===== src/rtl/alu_muldiv.sv =====
// alu_muldiv: EX-stage ALU with single-cycle arithmetic/logic/shift/compare
// ops and iterative unsigned multiply/divide, valid/ready on both sides.
module alu_muldiv #(
   parameter int WIDTH = 32
) (
   input  logic             clk,
   input  logic             rst,
   input  logic             in_valid,
   output logic             in_ready,
   input  logic [WIDTH-1:0] A,
   input  logic [WIDTH-1:0] B,
   input  logic [3:0]       ALUControl,
   output logic             out_valid,
   input  logic             out_ready,
   output logic [WIDTH-1:0] Res,
   output logic             Carry,
   output logic             OverFlow,
   output logic             Zero,
   output logic             Negative
);

   localparam int SHW = $clog2(WIDTH);
   localparam int CW  = SHW + 1;

   localparam logic [3:0] OP_ADD   = 4'b0000;
   localparam logic [3:0] OP_SUB   = 4'b0001;
   localparam logic [3:0] OP_AND   = 4'b0010;
   localparam logic [3:0] OP_OR    = 4'b0011;
   localparam logic [3:0] OP_XOR   = 4'b0100;
   localparam logic [3:0] OP_SLT   = 4'b0101;
   localparam logic [3:0] OP_SLTU  = 4'b0110;
   localparam logic [3:0] OP_SLL   = 4'b0111;
   localparam logic [3:0] OP_SRL   = 4'b1000;
   localparam logic [3:0] OP_SRA   = 4'b1001;
   localparam logic [3:0] OP_MUL   = 4'b1010;
   localparam logic [3:0] OP_MULHU = 4'b1011;
   localparam logic [3:0] OP_DIVU  = 4'b1100;
   localparam logic [3:0] OP_REMU  = 4'b1101;

   typedef enum logic [1:0] {IDLE, BUSY, DONE} state_t;

   state_t           state_q, state_d;
   logic [WIDTH-1:0] res_q, res_d;
   logic             carry_q, carry_d;
   logic             ovf_q, ovf_d;
   logic             zero_q, zero_d;
   logic             neg_q, neg_d;
   logic [CW-1:0]    cnt_q, cnt_d;
   logic [WIDTH-1:0] hi_q, hi_d;
   logic [WIDTH-1:0] lo_q, lo_d;
   logic [WIDTH-1:0] opnd_q, opnd_d;
   logic [1:0]       mop_q, mop_d;

   logic             accept;
   logic             is_iter;
   logic             is_sub;
   logic [WIDTH-1:0] b_eff;
   logic [WIDTH:0]   sum;
   logic [SHW-1:0]   shamt;
   logic [WIDTH-1:0] alu_res;
   logic             alu_carry;
   logic             alu_ovf;
   logic [WIDTH:0]   mul_add;
   logic [WIDTH:0]   div_shift;
   logic [WIDTH:0]   div_trial;
   logic [WIDTH-1:0] hi_n;
   logic [WIDTH-1:0] lo_n;
   logic [WIDTH-1:0] iter_res;
   logic             load_res;
   logic [WIDTH-1:0] new_res;
   logic             new_carry;
   logic             new_ovf;

   assign accept  = in_valid & in_ready;
   assign is_iter = (ALUControl >= OP_MUL) && (ALUControl <= OP_REMU);

   // Single-cycle ALU result and ADD/SUB flags from the live operands
   always_comb begin
      is_sub    = (ALUControl == OP_SUB);
      b_eff     = is_sub ? ~B : B;
      sum       = {1'b0, A} + {1'b0, b_eff} + {{WIDTH{1'b0}}, is_sub};
      shamt     = B[SHW-1:0];
      alu_res   = '0;
      alu_carry = 1'b0;
      alu_ovf   = 1'b0;
      case (ALUControl)
         OP_ADD, OP_SUB: begin
            alu_res   = sum[WIDTH-1:0];
            alu_carry = sum[WIDTH];
            alu_ovf   = (A[WIDTH-1] == b_eff[WIDTH-1]) && (sum[WIDTH-1] != A[WIDTH-1]);
         end
         OP_AND:  alu_res = A & B;
         OP_OR:   alu_res = A | B;
         OP_XOR:  alu_res = A ^ B;
         OP_SLT:  alu_res = {{(WIDTH-1){1'b0}}, ($signed(A) < $signed(B))};
         OP_SLTU: alu_res = {{(WIDTH-1){1'b0}}, (A < B)};
         OP_SLL:  alu_res = A << shamt;
         OP_SRL:  alu_res = A >> shamt;
         OP_SRA:  alu_res = $signed(A) >>> shamt;
         default: alu_res = '0;
      endcase
   end

   // One shift-add multiply step or one restoring divide step; the result
   // half (high product / remainder vs low product / quotient) is picked by mop_q[0]
   always_comb begin
      mul_add   = {1'b0, hi_q} + (lo_q[0] ? {1'b0, opnd_q} : {(WIDTH+1){1'b0}});
      div_shift = {hi_q, lo_q[WIDTH-1]};
      div_trial = div_shift - {1'b0, opnd_q};
      if (mop_q[1]) begin
         if (!div_trial[WIDTH]) begin
            hi_n = div_trial[WIDTH-1:0];
            lo_n = {lo_q[WIDTH-2:0], 1'b1};
         end else begin
            hi_n = div_shift[WIDTH-1:0];
            lo_n = {lo_q[WIDTH-2:0], 1'b0};
         end
      end else begin
         hi_n = mul_add[WIDTH:1];
         lo_n = {mul_add[0], lo_q[WIDTH-1:1]};
      end
      iter_res = mop_q[0] ? hi_n : lo_n;
   end

   // State register and datapath flops, cleared by async active-low reset
   always_ff @(posedge clk or negedge rst) begin
      if (!rst) begin
         state_q <= IDLE;
         res_q   <= '0;
         carry_q <= 1'b0;
         ovf_q   <= 1'b0;
         zero_q  <= 1'b0;
         neg_q   <= 1'b0;
         cnt_q   <= '0;
         hi_q    <= '0;
         lo_q    <= '0;
         opnd_q  <= '0;
         mop_q   <= '0;
      end else begin
         state_q <= state_d;
         res_q   <= res_d;
         carry_q <= carry_d;
         ovf_q   <= ovf_d;
         zero_q  <= zero_d;
         neg_q   <= neg_d;
         cnt_q   <= cnt_d;
         hi_q    <= hi_d;
         lo_q    <= lo_d;
         opnd_q  <= opnd_d;
         mop_q   <= mop_d;
      end
   end

   // Next-state logic: accepts from IDLE or on handoff in DONE, iterate in BUSY
   always_comb begin
      state_d = state_q;
      case (state_q)
         IDLE: begin
            if (in_valid) state_d = is_iter ? BUSY : DONE;
         end
         BUSY: begin
            if (cnt_q == CW'(1)) state_d = DONE;
         end
         DONE: begin
            if (out_ready) begin
               if (in_valid) state_d = is_iter ? BUSY : DONE;
               else          state_d = IDLE;
            end
         end
         default: state_d = IDLE;
      endcase
   end

   // Handshake outputs; out_ready is the only input reaching in_ready
   always_comb begin
      in_ready  = (state_q == IDLE) || ((state_q == DONE) && out_ready);
      out_valid = (state_q == DONE);
   end

   // Datapath updates: operand capture on accept, iteration in BUSY, and a
   // single place where Res and all flags are loaded together
   always_comb begin
      hi_d      = hi_q;
      lo_d      = lo_q;
      opnd_d    = opnd_q;
      mop_d     = mop_q;
      cnt_d     = cnt_q;
      load_res  = 1'b0;
      new_res   = alu_res;
      new_carry = alu_carry;
      new_ovf   = alu_ovf;
      if (accept) begin
         if (is_iter) begin
            hi_d   = '0;
            lo_d   = A;
            opnd_d = B;
            mop_d  = {ALUControl[2], ALUControl[0]};
            cnt_d  = CW'(WIDTH);
         end else begin
            load_res = 1'b1;
         end
      end else if (state_q == BUSY) begin
         hi_d  = hi_n;
         lo_d  = lo_n;
         cnt_d = cnt_q - CW'(1);
         if (cnt_q == CW'(1)) begin
            load_res  = 1'b1;
            new_res   = iter_res;
            new_carry = 1'b0;
            new_ovf   = 1'b0;
         end
      end
      res_d   = res_q;
      carry_d = carry_q;
      ovf_d   = ovf_q;
      zero_d  = zero_q;
      neg_d   = neg_q;
      if (load_res) begin
         res_d   = new_res;
         carry_d = new_carry;
         ovf_d   = new_ovf;
         zero_d  = (new_res == '0);
         neg_d   = new_res[WIDTH-1];
      end
   end

   assign Res      = res_q;
   assign Carry    = carry_q;
   assign OverFlow = ovf_q;
   assign Zero     = zero_q;
   assign Negative = neg_q;

endmodule


===== config.mk =====
export PLATFORM = sky130hd
export DESIGN_NAME = alu_muldiv
export DESIGN_NICKNAME = d
export VERILOG_FILES = /design/src/rtl/alu_muldiv.sv
export SDC_FILE = /design/constraint.sdc
export NUM_CORES = 1
export LEC_CHECK = 0
export CELL_PAD_IN_SITES_DETAIL_PLACEMENT = 1
export CELL_PAD_IN_SITES_GLOBAL_PLACEMENT = 2
export CORE_MARGIN = 2
export CORE_UTILIZATION = 40
export CTS_CLUSTER_SIZE = 12
export DETAILED_ROUTE_END_ITERATION = 7
export PLACE_DENSITY = 0.95
export SYNTH_ARGS = -nofsm -noshare
export SYNTH_HDL_FRONTEND = slang
export SYNTH_SLANG_ARGS = --single-unit

===== constraint.sdc =====
create_clock -name clk -period 9.99 [get_ports clk]
set_input_delay 1.4985 -clock clk [delete_from_list [all_inputs] [get_ports clk]]
set_output_delay 1.4985 -clock clk [all_outputs]
set_load 0.05 [all_outputs]

== Word-level counts from Yosys, hierarchy flattened ==
Index checks and enable logic that the tools add are counted.

* Add/subtract/negate cells: 5
* Order comparisons: 4
* Equality and inequality tests: 18
* Shifts and indexed selects: 3
* Mux-type cells: 38
* Bitwise gates (word level): 5
* Reduce and logical (&&, ||, !) cells: 12

{| class="wikitable"
|+ Operator list
! operator !! number
|-
| $mux W32 || 15
|-
| $pmux W32 S9 || 1
|-
| $add A32 B32 Y33 || 2
|-
| $lt A32 B32 Y1 || 2
|-
| $add A33 B1 Y33 || 1
|-
| $sub A33 B32 Y33 || 1
|-
| $and A32 B32 Y32 || 1
|-
| $logic_not A32 Y1 || 1
|-
| $not A32 Y32 || 1
|-
| $or A32 B32 Y32 || 1
|-
| $shl A32 B5 Y32 || 1
|-
| $shr A32 B5 Y32 || 1
|-
| $sshr A32 B5 Y32 || 1
|-
| $xor A32 B32 Y32 || 1
|-
| $mux W6 || 3
|-
| $eq A4 B3 Y1 const B || 4
|-
| $mux W1 || 13
|-
| $mux W2 || 5
|-
| $eq A4 B2 Y1 const B || 2
|-
| $eq A4 B4 Y1 const B || 2
|-
| $eq A6 B1 Y1 const B || 1
|-
| $pmux W2 S3 || 1
|-
| $sub A6 B1 Y6 const B || 1
|-
| $eq A4 B1 Y1 const B || 1
|-
| 17 further kinds || 22
|}

* Flip-flop bits (word level): 142
* Input bits: 72
* Output and inout bits: 38
* Logic and storage cells: 96

== Longest topological paths before layout ==
* Depth in word-level cells: 10
* Gate-level depth with buffers: 22
* Gate-level depth less buffers: 17

== Least setup slack after synthesis ==
No wires, ideal clock.

* Path kind: input to register
* From: input ALUControl[0]
* To: register zero_q, in the netlist Zero
* Library setup time: 0.122 ns
* Arrival: 5.912 ns
* Data required time: 9.868 ns
* Path slack: 3.956 ns
* Cell stages on the path: 21
* Path buffers: 6
* Cells stage by stage: buf_2 -> buf_2 -> buf_1 -> buf_1 -> nand2_1 -> buf_1 -> xnor2_1 -> ha_1 -> clkbuf_1 -> nand4_1 -> or3b_1 -> o211a_1 -> o211a_1 -> a211oi_1 -> nor2_1 -> o31ai_1 -> xor2_1 -> a221oi_1 -> o21a_1 -> and4_1 -> a32o_1

* Word-level cells in the longest chain between the ends: 9
* Elaborated cells between the ends (all ways): 24
* Those cells by class: add/sub (2); order compare (2); eq/ne (9); mux (7); reduce/logical (4)

{| class="wikitable"
|+ Ends and longest elaborated chain
! what !! line !! RTL
|-
| from (decl) || 12 || <nowiki>input logic [3:0] ALUControl,</nowiki>
|-
| $eq A4 B1 Y1 || 79, 86 ||
|-
| $mux W32 || 80 || <nowiki>b_eff = is_sub ? ~B : B;</nowiki>
|-
| $add A32 B32 Y33 || 81 || <nowiki>sum = {1'b0, A} + {1'b0, b_eff} + {{WIDTH{1'b0}}, is_sub};</nowiki>
|-
| $add A33 B1 Y33 || 81 ||
|-
| $pmux W32 S9 || 86 || <nowiki>case (ALUControl)</nowiki>
|-
| $mux W32 || 206 || <nowiki>if (cnt_q == CW'(1)) begin</nowiki>
|-
| $mux W32 || 202 || <nowiki>end else if (state_q == BUSY) begin</nowiki>
|-
| $mux W32 || 192 || <nowiki>if (accept) begin</nowiki>
|-
| $logic_not A32 Y1 || 222 || <nowiki>zero_d = (new_res == '0);</nowiki>
|-
| to (signal assigned) || 144 || <nowiki>zero_q <= zero_d;</nowiki>
|-
| to (decl) || 46 || <nowiki>logic zero_q, zero_d;</nowiki>
|}

Parallel ways exist; a longest one is shown, timed or not.
A chain may end at the register's enable or synchronous reset.

== Final worst setup path ==
* From: input ALUControl[1]
* To: register zero_q, in the netlist Zero

The elaborated chain is that of the path after synthesis.

==> parameters.txt <==
Parameter                              Value

Critical path
  Critical path startpoint category    input pin
  Type of the setup path with the least slack    in -> reg
  Worst Path Arrival    7.48 ns
  Critical Path RT    10.38 ns
  Number of cell instances on the worst register-to-register path    18
  Slack of the worst reg-to-reg path    4.64 ns
  Maximum fanout along the worst path    26
  Critical path endpoint category    register

Global routing
  Overall Global Routing Usage    39.3%
  Antenna violations before repair    3
  Pin count of the biggest net entering global routing    73
  Remaining global-route overflow    0
  Vias in the first global route    23200
  Wire length of the first global-routing pass    155000 um

Job
  Number of max-cap violations    0

Pwr
  Worst voltage drop across the vdd grid    0.000128 V
  Leakage dissipation    9.54 nW
  Cell area power density    238 nW/um2

Die
  Die area    53300 um2
  # rows    83
  Core Footprint    51100 um2
  Vert. Die Dim    231 um
  Die Width    231 um
  I/O pin total    110
  Effective utilization at floorplan    40.3%

Synth
  Unique masters post-synth    95
  Synthesized area    20600 um2
  Number of enable flip-flop cells after synthesis    0
  Top FF cell, synth    sky130_fd_sc_hd__dfrtp_1
  Total of flip-flops plus latches after synthesis    141
  Syn Area/Cell    7.64 um2
  Post-Synthesis Cells    2693
  Post-synth ARST share    100%
  Sequential element share of the synthesized area    17.1%
  Syn_nets    2962
  Total number of yosys warnings    0

CTS
  Clock transition time at the flip-flop clock pins of the worst setup and hold paths    0.06 ns
  Cts hold-fix bufs    0
  Clock Path Buffers    2
  TritonCTS clock tree    built
  Count of cells resized by post-cts repair    0
  Library cell used as clock root buffer    sky130_fd_sc_hd__clkbuf_16
  Maximum level of the CTS H-tree    4
  Clock buffers created by TritonCTS    17
  Post CTS Setup Buffer Count    0
  # clock sinks    141
  Clock Latency Late Sink    0.46 ns

STA
  Max-slew violation count    0
  Highest clock rate    141 MHz
  Setup violators final    0
  Actual transition at the worst max-transition pin    1.40 ns
  Ratio of final minimum period to clock period    71.0%
  Final Critical Period    7.09 ns
  Worst-case clock skew    0.0113 ns
  Worst hold slack    0.473 ns
  Post-Route Setup TNS    0 ns
  Final hold viol count    0
  Setup repair after global routing missed its margin    false
  Tightest slew margin relative to the limit    6.35%

Placement
  Post-Place Cell Area    22100 um2
  Final weighted congestion in routability-driven placement    1.03
  Total half-perimeter wirelength after legalization and detailed placement    81900 um
  Quantity of I/O buffers inserted on ports    109

Routing
  Detailed-route vias per instance    6.77
  Total length of routed wires    106000 um
  Residual antenna-violating net count after detailed routing    0
  Post-detailed-route DRC marker count    0
  Vias    22800
  Detailed Routing Iterations Pass 1    6
  Detailed-route wire length per cell    31.5 um
  Drt initial violations    2220

Layout
  Most common cell after layout, fill and taps aside    sky130_fd_sc_hd__nand2_1
  Share of layout cells above drive strength 1    8.39%
  Nets    2950
  Finished Cell Area    22800 um2
  Commonest non-fill, non-tap cells in the layout    sky130_fd_sc_hd__nand2_1, sky130_fd_sc_hd__nor2_1, sky130_fd_sc_hd__o21ai_0, sky130_fd_sc_hd__a21oi_1, sky130_fd_sc_hd__ha_1
  Layout area overhead    10.6%

Hold path
  Worst hold stages    2
  Path category of the worst min-delay check    reg -> reg

Run status
  Status    finished clean
## Yosys cell counts (all sizes together) (29+ instances only)
master  instances  area share, %
a211oi         37            1.3
a21o           30            1.1
a21oi         207            5.0
a221oi         44            1.9
a31oi          40            1.2
and2           45            1.4
buf            78            2.3
clkbuf        122            2.2
dfrtp         141             17
ha            194             12
inv           143            2.6
mux2           45            2.5
mux2i          71            3.5
mux4           52            5.9
nand2         278            5.1
nand3          74            1.8
nand4          33            1.0
nor2          246            4.5
nor3           45            1.1
o211ai         43            1.6
o21ai         229            5.6
o22ai          29           0.88
xnor2          71            3.0
xor2           38            1.6
## worst max-delay path, stage by stage
cell	delay, ns
sky130_fd_sc_hd__clkdlybuf4s50_1	0.46
sky130_fd_sc_hd__buf_4	0.32
sky130_fd_sc_hd__nor3_2	0.09
sky130_fd_sc_hd__buf_4	0.23
sky130_fd_sc_hd__nand2_2	0.39
sky130_fd_sc_hd__buf_4	0.45
sky130_fd_sc_hd__xnor2_1	0.13
sky130_fd_sc_hd__ha_1	0.45
sky130_fd_sc_hd__nand4_1	0.22
sky130_fd_sc_hd__a2111oi_1	1.24
sky130_fd_sc_hd__o31ai_1	0.17
sky130_fd_sc_hd__xnor2_1	0.18
sky130_fd_sc_hd__a211o_1	0.33
sky130_fd_sc_hd__and2_0	0.14
sky130_fd_sc_hd__a41oi_1	0.23
sky130_fd_sc_hd__nand4bb_1	0.12
sky130_fd_sc_hd__nor4_1	0.32
sky130_fd_sc_hd__and4_1	0.31
sky130_fd_sc_hd__a32o_1	0.18
## worst paths after layout
path | startpoint | endpoint
hold / removal | Res[11] | Res[11]
hold reg to reg | Res[11] | Res[11]
setup reg to reg | lo_q[31] | Zero
min in group asynchronous | rst | opnd_q[27]
setup / recovery | ALUControl[1] | Zero
max in group asynchronous | rst | mop_q[1]
## flip-flops by register name, indices dropped and copies added (netlist names)
register,count
hi_q,32
mop_q,2
cnt_q,6
OverFlow,1
Carry,1
Zero,1
Res,32
lo_q,32
state_q,2
opnd_q,32
## power by group
group	switching (mW)	total [mW]	internal [mW]
Combinational	2.34	3.60	1.25
Clock	0.271	0.744	0.473
Sequential	0.283	1.08	0.794
## layer usage
metal | share of wire [%] | up-vias | routed length, um | track usage [%]
li1 | - | 9940 | - | -
met1 | 40 | 11400 | 42300 | 49.2
met2 | 46 | 1179 | 48400 | 63.7
met3 | 7.5 | 305 | 7970 | 5.25
met4 | 7.1 | 4 | 7580 | 24.8
met5 | 0.022 | - | 23 | 0
## cells by family after synthesis
group / synth area share (%)
XOR/XNOR: 4.64
multiplexers: 11.8
AO/OA/AOI/OAI: 27.9
buffers and inverters: 7.15
flip-flops: 17.1
AND/OR/NAND/NOR: 19.3
adder cells (fa/ha/maj): 12.1
## metrics by stage
stage | util (%) | instances | power, mW | worst slack, ns
after CTS | 44.6 | 3373 | 5.34 | 3.05
after floorplan | - | 2693 | 3.40 | 3.96
after global routing | 44.6 | 3373 | 5.72 | 2.64
after global placement | 43.3 | 3342 | 4.47 | 2.71
final | 44.6 | 3375 | 5.42 | 2.90
after detailed placement | 43.3 | 3342 | 4.56 | 2.63
## area by class of cell
| cell class | instances | area (um2) |
|---|---|---|
| inverters | 145 | 544 |
| flip-flops and latches | 141 | 3530 |
| well taps | 680 | 851 |
| clock inverters | 11 | 215 |
| multi-input cells | 2207 | 15700 |
| diodes | 2 | 5.00 |
| clock buffers | 20 | 447 |
| fillers | 6320 | 28300 |
| repair buffers | 169 | 1530 |
No activity file was read; power rests on OpenSTA's default activity.
